<file path="src/rtl/imm_decode_stage.sv">
// RISC-V decode-stage immediate generator with pc+imm target.
// Opcode-driven format decode behind a 2-entry skid-buffered handshake.
module imm_decode_stage #(
  parameter int unsigned XLEN = 32
) (
  input  logic            clk,
  input  logic            reset,
  input  logic            flush,
  input  logic            in_valid,
  output logic            in_ready,
  input  logic [31:0]     instr,
  input  logic [XLEN-1:0] pc,
  output logic            out_valid,
  input  logic            out_ready,
  output logic [XLEN-1:0] immext,
  output logic [2:0]      imm_type,
  output logic [XLEN-1:0] target,
  output logic            illegal
);

  localparam logic [2:0] T_NONE = 3'b000;
  localparam logic [2:0] T_I    = 3'b001;
  localparam logic [2:0] T_S    = 3'b010;
  localparam logic [2:0] T_B    = 3'b011;
  localparam logic [2:0] T_U    = 3'b100;
  localparam logic [2:0] T_J    = 3'b101;
  localparam logic [2:0] T_SH   = 3'b110;

  typedef struct packed {
    logic [XLEN-1:0] imm;
    logic [XLEN-1:0] tgt;
    logic [2:0]      ty;
    logic            ill;
  } entry_t;

  entry_t dec_d;
  entry_t m_q, s_q;
  logic   m_valid_q, s_valid_q;
  logic   accept;

  logic [6:0]         opc;
  logic [2:0]         f3;
  logic signed [11:0] i12, s12;
  logic signed [12:0] b13;
  logic signed [20:0] j21;
  logic signed [31:0] u32;

  assign opc = instr[6:0];
  assign f3  = instr[14:12];
  assign i12 = instr[31:20];
  assign s12 = {instr[31:25], instr[11:7]};
  assign b13 = {instr[31], instr[7], instr[30:25], instr[11:8], 1'b0};
  assign j21 = {instr[31], instr[19:12], instr[20], instr[30:21], 1'b0};
  assign u32 = {instr[31:12], 12'b0};

  always_comb begin
    dec_d = '0;
    unique case (opc)
      7'b0000011, 7'b1100111, 7'b1110011: begin
        dec_d.ty  = T_I;
        dec_d.imm = XLEN'(i12);
      end
      7'b0010011: begin
        if (f3 == 3'b001 || f3 == 3'b101) begin
          // shamt width follows XLEN; funct7 never leaks in
          dec_d.ty  = T_SH;
          dec_d.imm = (XLEN == 64) ? XLEN'(instr[25:20])
                                   : XLEN'(instr[24:20]);
        end else begin
          dec_d.ty  = T_I;
          dec_d.imm = XLEN'(i12);
        end
      end
      7'b0100011: begin
        dec_d.ty  = T_S;
        dec_d.imm = XLEN'(s12);
      end
      7'b1100011: begin
        dec_d.ty  = T_B;
        dec_d.imm = XLEN'(b13);
      end
      7'b1101111: begin
        dec_d.ty  = T_J;
        dec_d.imm = XLEN'(j21);
      end
      7'b0110111, 7'b0010111: begin
        dec_d.ty  = T_U;
        dec_d.imm = XLEN'(u32);
      end
      7'b0110011: dec_d.ty = T_NONE;
      default:    dec_d.ill = 1'b1;
    endcase
    dec_d.tgt = pc + dec_d.imm;
  end

  assign in_ready = !s_valid_q;
  assign accept   = in_valid && !s_valid_q && !flush;

  always_ff @(posedge clk) begin
    if (reset) begin
      m_valid_q <= 1'b0;
      s_valid_q <= 1'b0;
      m_q       <= '0;
      s_q       <= '0;
    end else if (flush) begin
      m_valid_q <= 1'b0;
      s_valid_q <= 1'b0;
    end else if (s_valid_q) begin
      if (out_ready) begin
        m_q       <= s_q;
        s_valid_q <= 1'b0;
      end
    end else if (accept) begin
      if (!m_valid_q || out_ready) begin
        m_q       <= dec_d;
        m_valid_q <= 1'b1;
      end else begin
        s_q       <= dec_d;
        s_valid_q <= 1'b1;
      end
    end else if (out_ready) begin
      m_valid_q <= 1'b0;
    end
  end

  assign out_valid = m_valid_q;
  assign immext    = m_q.imm;
  assign target    = m_q.tgt;
  assign imm_type  = m_q.ty;
  assign illegal   = m_q.ill;

endmodule

</file>
<file path="config.mk">
export PLATFORM = sky130hd
export DESIGN_NAME = imm_decode_stage
export DESIGN_NICKNAME = d
export VERILOG_FILES = /design/src/rtl/imm_decode_stage.sv
export SDC_FILE = /design/constraint.sdc
export NUM_CORES = 1
export LEC_CHECK = 0
export ABC_AREA = 1
export ABC_CLOCK_PERIOD_IN_PS = 3400
export CELL_PAD_IN_SITES_DETAIL_PLACEMENT = 1
export CELL_PAD_IN_SITES_GLOBAL_PLACEMENT = 1
export CORE_MARGIN = 8
export CORE_UTILIZATION = 38
export CTS_CLUSTER_SIZE = 30
export DETAILED_ROUTE_END_ITERATION = 10
export PLACE_DENSITY = 0.8
export RECOVER_POWER = 100
export SETUP_SLACK_MARGIN = 0.02
export SYNTH_ARGS = -nofsm -noshare
export SYNTH_HDL_FRONTEND = slang
export SYNTH_SLANG_ARGS = --single-unit
</file>
<file path="constraint.sdc">
create_clock -name clk -period 3.4 [get_ports clk]
set_clock_uncertainty 0.1 [all_clocks]
set_input_delay 0.68 -clock clk [delete_from_list [all_inputs] [get_ports clk]]
set_output_delay 0.68 -clock clk [all_outputs]
set_load 0.02 [all_outputs]
</file>
**After elaboration in Yosys (flattened, before gate mapping)**

Cells that the tools add are included.

- Add/sub/neg operators: 1
- Equality and inequality tests: 14
- Muxes and demuxes: 16
- Bitwise operators: 3
- Reduce and logical (&&, ||, !) cells: 17

Operator list:

| operator | number |
|---|---|
| $mux W68 | 4 |
| $pmux W32 S6 | 1 |
| $add A32 B32 Y32 | 1 |
| $mux W32 | 1 |
| $eq A7 B7 Y1 const B | 4 |
| $eq A7 B6 Y1 const B | 3 |
| $pmux W3 S6 | 1 |
| $eq A7 B5 Y1 const B | 2 |
| $reduce_or A10 Y1 | 1 |
| $mux W1 | 8 |
| $reduce_and A4 Y1 | 2 |
| $eq A7 B2 Y1 const B | 1 |
| $reduce_bool A2 Y1 | 3 |
| $reduce_or A2 Y1 | 2 |
| $eq A3 B1 Y1 const B | 1 |
| $eq A3 B3 Y1 const B | 1 |
| $logic_not A1 Y1 | 3 |
| $mux W3 | 1 |
| $not A1 Y1 | 3 |
| $reduce_and A3 Y1 | 1 |
| $reduce_or A3 Y1 | 1 |
| $logic_and A1 B1 Y1 | 2 |
| $logic_or A1 B1 Y1 | 2 |
| $ne A2 B1 Y1 const B | 1 |
| $ne A2 B2 Y1 const B | 1 |

- Bits in registers: 138
- Input bits: 69
- Output and inout port bits: 70

**Longest topological paths before layout**

Gate-level depths: netlist of run 1.

- Word-level depth: 8
- Gate-level depth with buffers: 25
- Depth with buffers taken out: 25

**Worst setup path after synthesis of run 1**

Ideal clock, no wire load.

- Kind: in2reg
- Start: in instr[1]
- End: reg m_q, in the netlist target[22]
- Setup time: 0.132 ns
- Arrival time: 2.942 ns
- Data required time: 3.168 ns
- Slack: 0.226 ns
- Stages on the path: 21
- Path buffers: 0
- Cells stage by stage: nand2_2 -> nor2_4 -> nand3_1 -> nand2_1 -> nor2_1 -> o21ai_1 -> ha_1 -> inv_1 -> fa_1 -> inv_1 -> nand3_1 -> nand2_1 -> nand2_1 -> nand2_1 -> nand3_1 -> nand2_1 -> nand2_1 -> nand3_1 -> nand3_1 -> nand2_1 -> a21oi_1

RTL lines:

| element | RTL line | text |
|---|---|---|
| start: declaration | 11 | `input logic [31:0] instr,` |
| end signal: assignment | 110 | `m_q <= s_q;` |
| end: declaration | 37 | `entry_t m_q, s_q;` |

==> out/qor.txt, run 1 <==
max-cap violations: 0
hold_buf cts: 0
Post-DRT Antenna Nets: 0
Yosys warnings: 0
DRC viols: 0
RSZ-0062 raised after global routing: yes
Net count, final: 1625
Area growth, synth to finish: 49.17%
initial antenna violation count: 0
Final Non-Filler Cells: 1812
IO Port Bufs: 138
HP Class: reg2reg
Synth cell types: 39
GRT Resource Usage Total: 0.2674
CTS Buf Count: 17
syn avg cell area: 6.419 sq um
Slew Viols, Final: 0
Inst Count DP: 1765
Post-Synth Simple-Gate Area: 0.2740
cell row count: 53
Worst Path Max Fanout: 5
clk_lat worst skew: 0.43 ns
Synth Area in XOR/XNOR: 0.01606
critical path's most frequent cell: nand2_1
Vias per Instance: 5.383
dominant cells by area after synthesis: dfxtp_1 (34%), nand2_1 (12%), a21oi_1 (10%)
origin of the critical flop-to-flop path: s_valid_q
Yosys top cell by area: dfxtp_1
Final period util: 0.9765
root buf cell: clkbuf_16
Sink Count: 138
Seq/Total Area, Yosys: 0.3378
die extent in x: 162.7 microns
Syn Std Cell Area: 0.008178 sq mm
DIE HEIGHT: 162.7 microns
CTS Buffer Depth: 2
Hold Violations, Final: 0
main combinational cell family by area after synthesis: simple AND/OR/NAND/NOR gates
Synth Area in Compound Gates: 0.2173
Hold WS: 0.3664 ns
DRT Pass-1 Iters: 6
slew margin rel.: 0.2030
Async SR Flop Fraction: 0
crit end category: flip-flop
grt ovf: 0
Worst R2R End: immext[16]
mux contribution to synthesized area: 0
WL final: 36860 microns
Final Setup Violations: 0
pre-CTS setup slack: -0.7420 ns
worst vdd ir: 0.0003197 V
vias: 9754
Max Clk Rate: 0.3012 GHz
CORE AREA: 0.02109 sq mm
pin count of the biggest net entering global routing: 69
most common cell in the netlist: nand2_1
initial core utilization: 0.3878
hpwl dp: 25300 microns
worst hold path startpoint: target[27]
#FFs+latches synth: 138
die area: 0.02647 sq mm
routed length per instance: 20.34 microns
CP cell instances: dlygate4sd2_1, inv_1, nand2_2, nor2_4, nand2_4, buf_4, nor2_4, buf_6, a21oi_1, nand2_2, ha_4, nand2_2, inv_1, nand2_1, nand2_1, nand2_1, nand2_1, a21oi_2, nand2_2, nand3_1, nand3_1, nand2_1, a21oi_2
Leak: 0.005911 uW
Synth Instances: 1274
vias in the first global route: 10220
commonest register cell after synthesis: dfxtp_1
share of layout cells above drive strength 1: 0.2355
PnR worst setup slack: 0.07996 ns
syn_nets: 1375
Reg2Reg Depth: 8
# diodes: 0
adder-cell share of the synthesized area: 0.04988
GPL Wtd Cong: 0.9608
first-pass GRT wire length: 55960 microns
CTS tree: done
I/O Pins: 139
Synth top area share: 0.3378
Slowest-stage cell, CP: dlygate4sd2_1
CP Data Required Time: 3.58 ns
Tmin final: 3.320 ns
pwr/cell area: 376.6 mW/mm^2
Hold Path Stages: 2
WHS Endpoint: target[27]
EDFF count, synth: 0
CP Data Arrival Time: 3.50 ns
H-tree Lvls: 4
outcome: complete, no violations
synth cell count leaders: nand2_1 (265), nor2_1 (173), a21oi_1 (170), inv_1 (150), dfxtp_1 (138)
worst slew pin tran: 1.194 ns
Max stage delay on crit path: 0.25 ns
kind of critical path: in2reg
register-to-register setup slack: 0.35 ns
initial DRC count: 563
startpoint types: input port
post-layout util: 0.5785
Clock transition at path regs: 0.07 ns
worst max path at each step:
stage               depth (start not counted)  startpoint  slack [ns]    endpoint
finish                                     23    instr[2]        0.08  target[31]
detailed placement                         20    instr[0]       -0.74  target[10]
global route                               22    instr[2]       -0.08  target[10]
floorplan                                  21    instr[1]        0.23  target[22]
global placement                           19    instr[4]       -0.65     s_q[18]
CTS                                        19    instr[0]        0.03  target[30]
area by class of cell:
type	count	area (sq um)
sequential	138	2763
timing repair buffer	290	2549
inverter	158	595.6
clock inverter	14	162.7
tap	275	344.1
fill	2707	8889
multi-input combinational	919	5346
clock buffer	18	439.2
where the power goes:
part	internal (uW)	switching [uW]	leakage (uW)	total, uW
combinational	418	530	0.00450	948
sequential	1680	35.8	0.00112	1710
clock	1120	816	0.000287	1930
total	3210	1380	0.00591	4590
cell families after synthesis:
group / after synthesis
buffers and inverters: 217
xor gates and xnor gates: 15
adders and majority gates: 32
DFF: 138
and+or+nand+nor: 539
AOI/OAI and AO/OA: 333
repair_timing:
item	in CTS	in global routing
pin swaps	19	24
resized for setup	85	87
buffers inserted	9	6
hold endpoints to repair	0	0
setup endpoints to repair	50	50
through the flow:
step	power (uW)	TNS [ns]	instance area (sq um)
floorplan	2127	0	8178
global placement	2552	-25.72	10700
detailed placement	2572	-30.93	10700
CTS	4557	0	11840
global route	4749	-0.5886	12200
finish	4594	0	12200
cells in the final DEF (no fill, tap or decap), drive strengths merged, types with 16 or more instances in the layout:
master,synthesis,routed
clkbuf,24,19
clkdlybuf4s50,0,130
buf,35,153
nor2,180,180
nand3,66,66
o21ai,131,131
inv,158,163
a21oi,171,171
dfxtp,138,138
o211ai,16,16
nand2,275,275
ha,31,31
state kept, by name, summed over array words and instances (netlist names):
register and flops:
illegal 1, imm_type 3, immext 32, out_valid 1, s_q 68, s_valid_q 1
target 32
metal layers:
metal / GRT usage / wire (microns)
met2: 0.4608 / 18280
met5: 0 / 0
met1: 0.3244 / 15730
met3: 0.04272 / 1690
met4: 0.1134 / 1152
worst max-delay path: cells and delay by family:
kind	cells	cell delay [ns]
buffers and inverters	5	0.68
adders and majority gates	1	0.24
AOI/OAI and AO/OA	3	0.29
and+or+nand+nor	14	1.60
Note: power is estimated with default switching activity, not from simulation.
==> run 2, diff against run 1 <==
- PLACE_DENSITY: 0.8 -> 0.82
==> run 2 against run 1 <==
Net effect:
- utilization is 0.22 points lower
- setup slack got worse by 0.044 ns
- first-iteration DRC count up 2.7%
- global-route usage fell by 0.17 points
- cell count up 0.28%
- via count up 1.5%
- sequential power barely moved
- die area did not move
- clock-buffer cell count increased by 1
==> out/qor.txt, run 2 (synthesis gave the netlist of run 1 again) <==
outcome: complete, no violations
initial antenna violation count: 0
RSZ-0062 raised after global routing: yes
initial core utilization: 0.3878
routed length per instance: 20.58 microns
Clk pwr share: 0.428
Slowest-stage cell, CP: ha_1
Sink Count: 138
grt ovf: 0
DIE HEIGHT: 162.7 microns
worst slew pin tran: 1.440 ns
worst vdd ir: 0.0003360 V
pin count of the biggest net entering global routing: 92
DRC viols: 0
most flop-heavy register: s_q
Max Clk Rate: 0.2973 GHz
cell row count: 53
crit end category: flip-flop
H-tree Lvls: 4
CTS Buf Count: 17
stages on the worst setup path: 22
most common cell after layout, fill and taps aside: nand2_1
startpoint types: input port
slew margin rel.: 0.03993
die area: 0.02647 sq mm
CTS tree: done
Net count, final: 1630
vias in the first global route: 10310
Hold WS: 0.3650 ns
Hold Path Stages: 2
WL final: 37390 microns
Psw: 1390 uW
pwr/cell area: 378.4 mW/mm^2
DRT Pass-1 Iters: 5
most frequent cells in the layout: nand2_1 (233), nor2_1 (159), a21oi_1 (152)
I/O Pins: 139
Reg2Reg Depth: 7
number of flip-flops in the largest register: 68
GRT Resource Usage Total: 0.2657
# diodes: 0
first-pass GRT wire length: 55830 microns
root buf cell: clkbuf_16
HP Class: reg2reg
register share of total power: 0.371
die extent in x: 162.7 microns
Post-DRT Antenna Nets: 0
Area growth, synth to finish: 48.61%
Final period util: 0.9893
switching share of power: 0.3023
CORE AREA: 0.02109 sq mm
WP buf/inv: 7
initial DRC count: 578
CP Data Arrival Time: 3.58 ns
hpwl dp: 25190 microns
Slew Viols, Final: 0
CP Data Required Time: 3.62 ns
GPL Wtd Cong: 0.8990
Hold Violations, Final: 0
kind of critical path: in2reg
max-cap violations: 0
IO Port Bufs: 138
Design Power: 4599 uW
Max stage delay on crit path: 0.30 ns
clk_lat worst skew: 0.43 ns
Worst Path Max Fanout: 4
CP cell instances: clkdlybuf4s15_1, inv_2, nand2_2, nor2_4, buf_4, nand2_4, nand2_2, nor2_4, buf_4, nor2_2, ha_1, nand2_1, inv_1, a21oi_1, inv_1, a21oi_1, nand2_4, or2_1, nand2_1, nand2_1, o211ai_1, inv_1
Clock transition at path regs: 0.06 ns
share of layout cells above drive strength 1: 0.2276
Worst path top cell family by delay: simple AND/OR/NAND/NOR gates
CTS Buffer Depth: 2
Tmin final: 3.364 ns
Leak: 0.006115 uW
Vias per Instance: 5.451
Final Setup Violations: 0
Comb pwr share: 0.201
internal cell power: 3208 uW
vias: 9904
run 2: cell types whose count changed in the layout (fill, tap and decap cells not counted), sizes merged:
cell	change
clkdlybuf4s50	-70
dlygate4sd3	+69
clkbuf	+5
clkinv	-3
buf	+1
clkdlybuf4s15	+1
clkinvlp	+1
dlygate4sd2	+1
dlymetal6s2s	-1
inv	+1
run 2: repair_timing:
action	in CTS	in global routing
setup buffers	4	6
pin swaps	12	31
hold buffers	0	0
gates resized for setup	75	87
endpoints found under the setup margin	52	48
endpoints found under the hold margin	0	0
run 2: path summary, 6_finish.rpt:
check                                   to        from  slack [ns]
worst min register to register  target[17]  target[17]        0.36
worst min-delay path            target[17]  target[17]        0.36
worst max register to register     illegal   s_valid_q        0.30
worst max-delay path               s_q[17]    instr[4]        0.04
run 2: worst register-to-register path: cells and delay by family (launching register included):
family | cells | cell delay (ns)
AND/OR/NAND/NOR | 3 | 0.50
AO/OA/AOI/OAI | 2 | 0.41
buffers and inverters | 2 | 1.65
flip-flops | 1 | 0.37
run 2: layout make-up:
class                      count  area, sq um
clock buffer                  19        452.9
clock inverter                13        153.9
fill                        2698         8935
inverter                     158        598.1
multi-input combinational    919         5273
sequential                   138         2763
tap                          275        344.1
timing repair buffer         295         2569
run 2: per-stage QoR:
stage | instance area, sq um | utilization | setup WS [ns] | std cells | TNS (ns)
after floorplan | 8178 | - | 0.2256 | 1274 | 0
after global placement | 10780 | 0.5114 | -0.5966 | 1775 | -26.02
after detailed placement | 10780 | 0.5114 | -0.8448 | 1775 | -34.70
after CTS | 11760 | 0.5577 | 0.08252 | 1811 | 0
after global routing | 12150 | 0.5763 | -0.09856 | 1817 | -1.408
final | 12150 | 0.5763 | 0.03630 | 1817 | 0
run 2: routing by layer:
layer  GRT usage  vias to the layer above  part of all wire
met5           0                        -                 0
met1      0.3199                     4859              0.42
li1            -                     4642                 -
met2      0.4730                      314              0.50
met4      0.1022                        0             0.032
met3     0.03261                       89             0.042
run 2: power groups by stage:
stage          logic (uW)  registers [uW]  clock network (uW)
2_1_floorplan         328            1800                   0
3_3_place_gp          816            1740                   0
3_5_place_dp          833            1740                   0
4_1_cts               880            1710                1980
5_1_grt               990            1710                2050
6_report              925            1710                1970
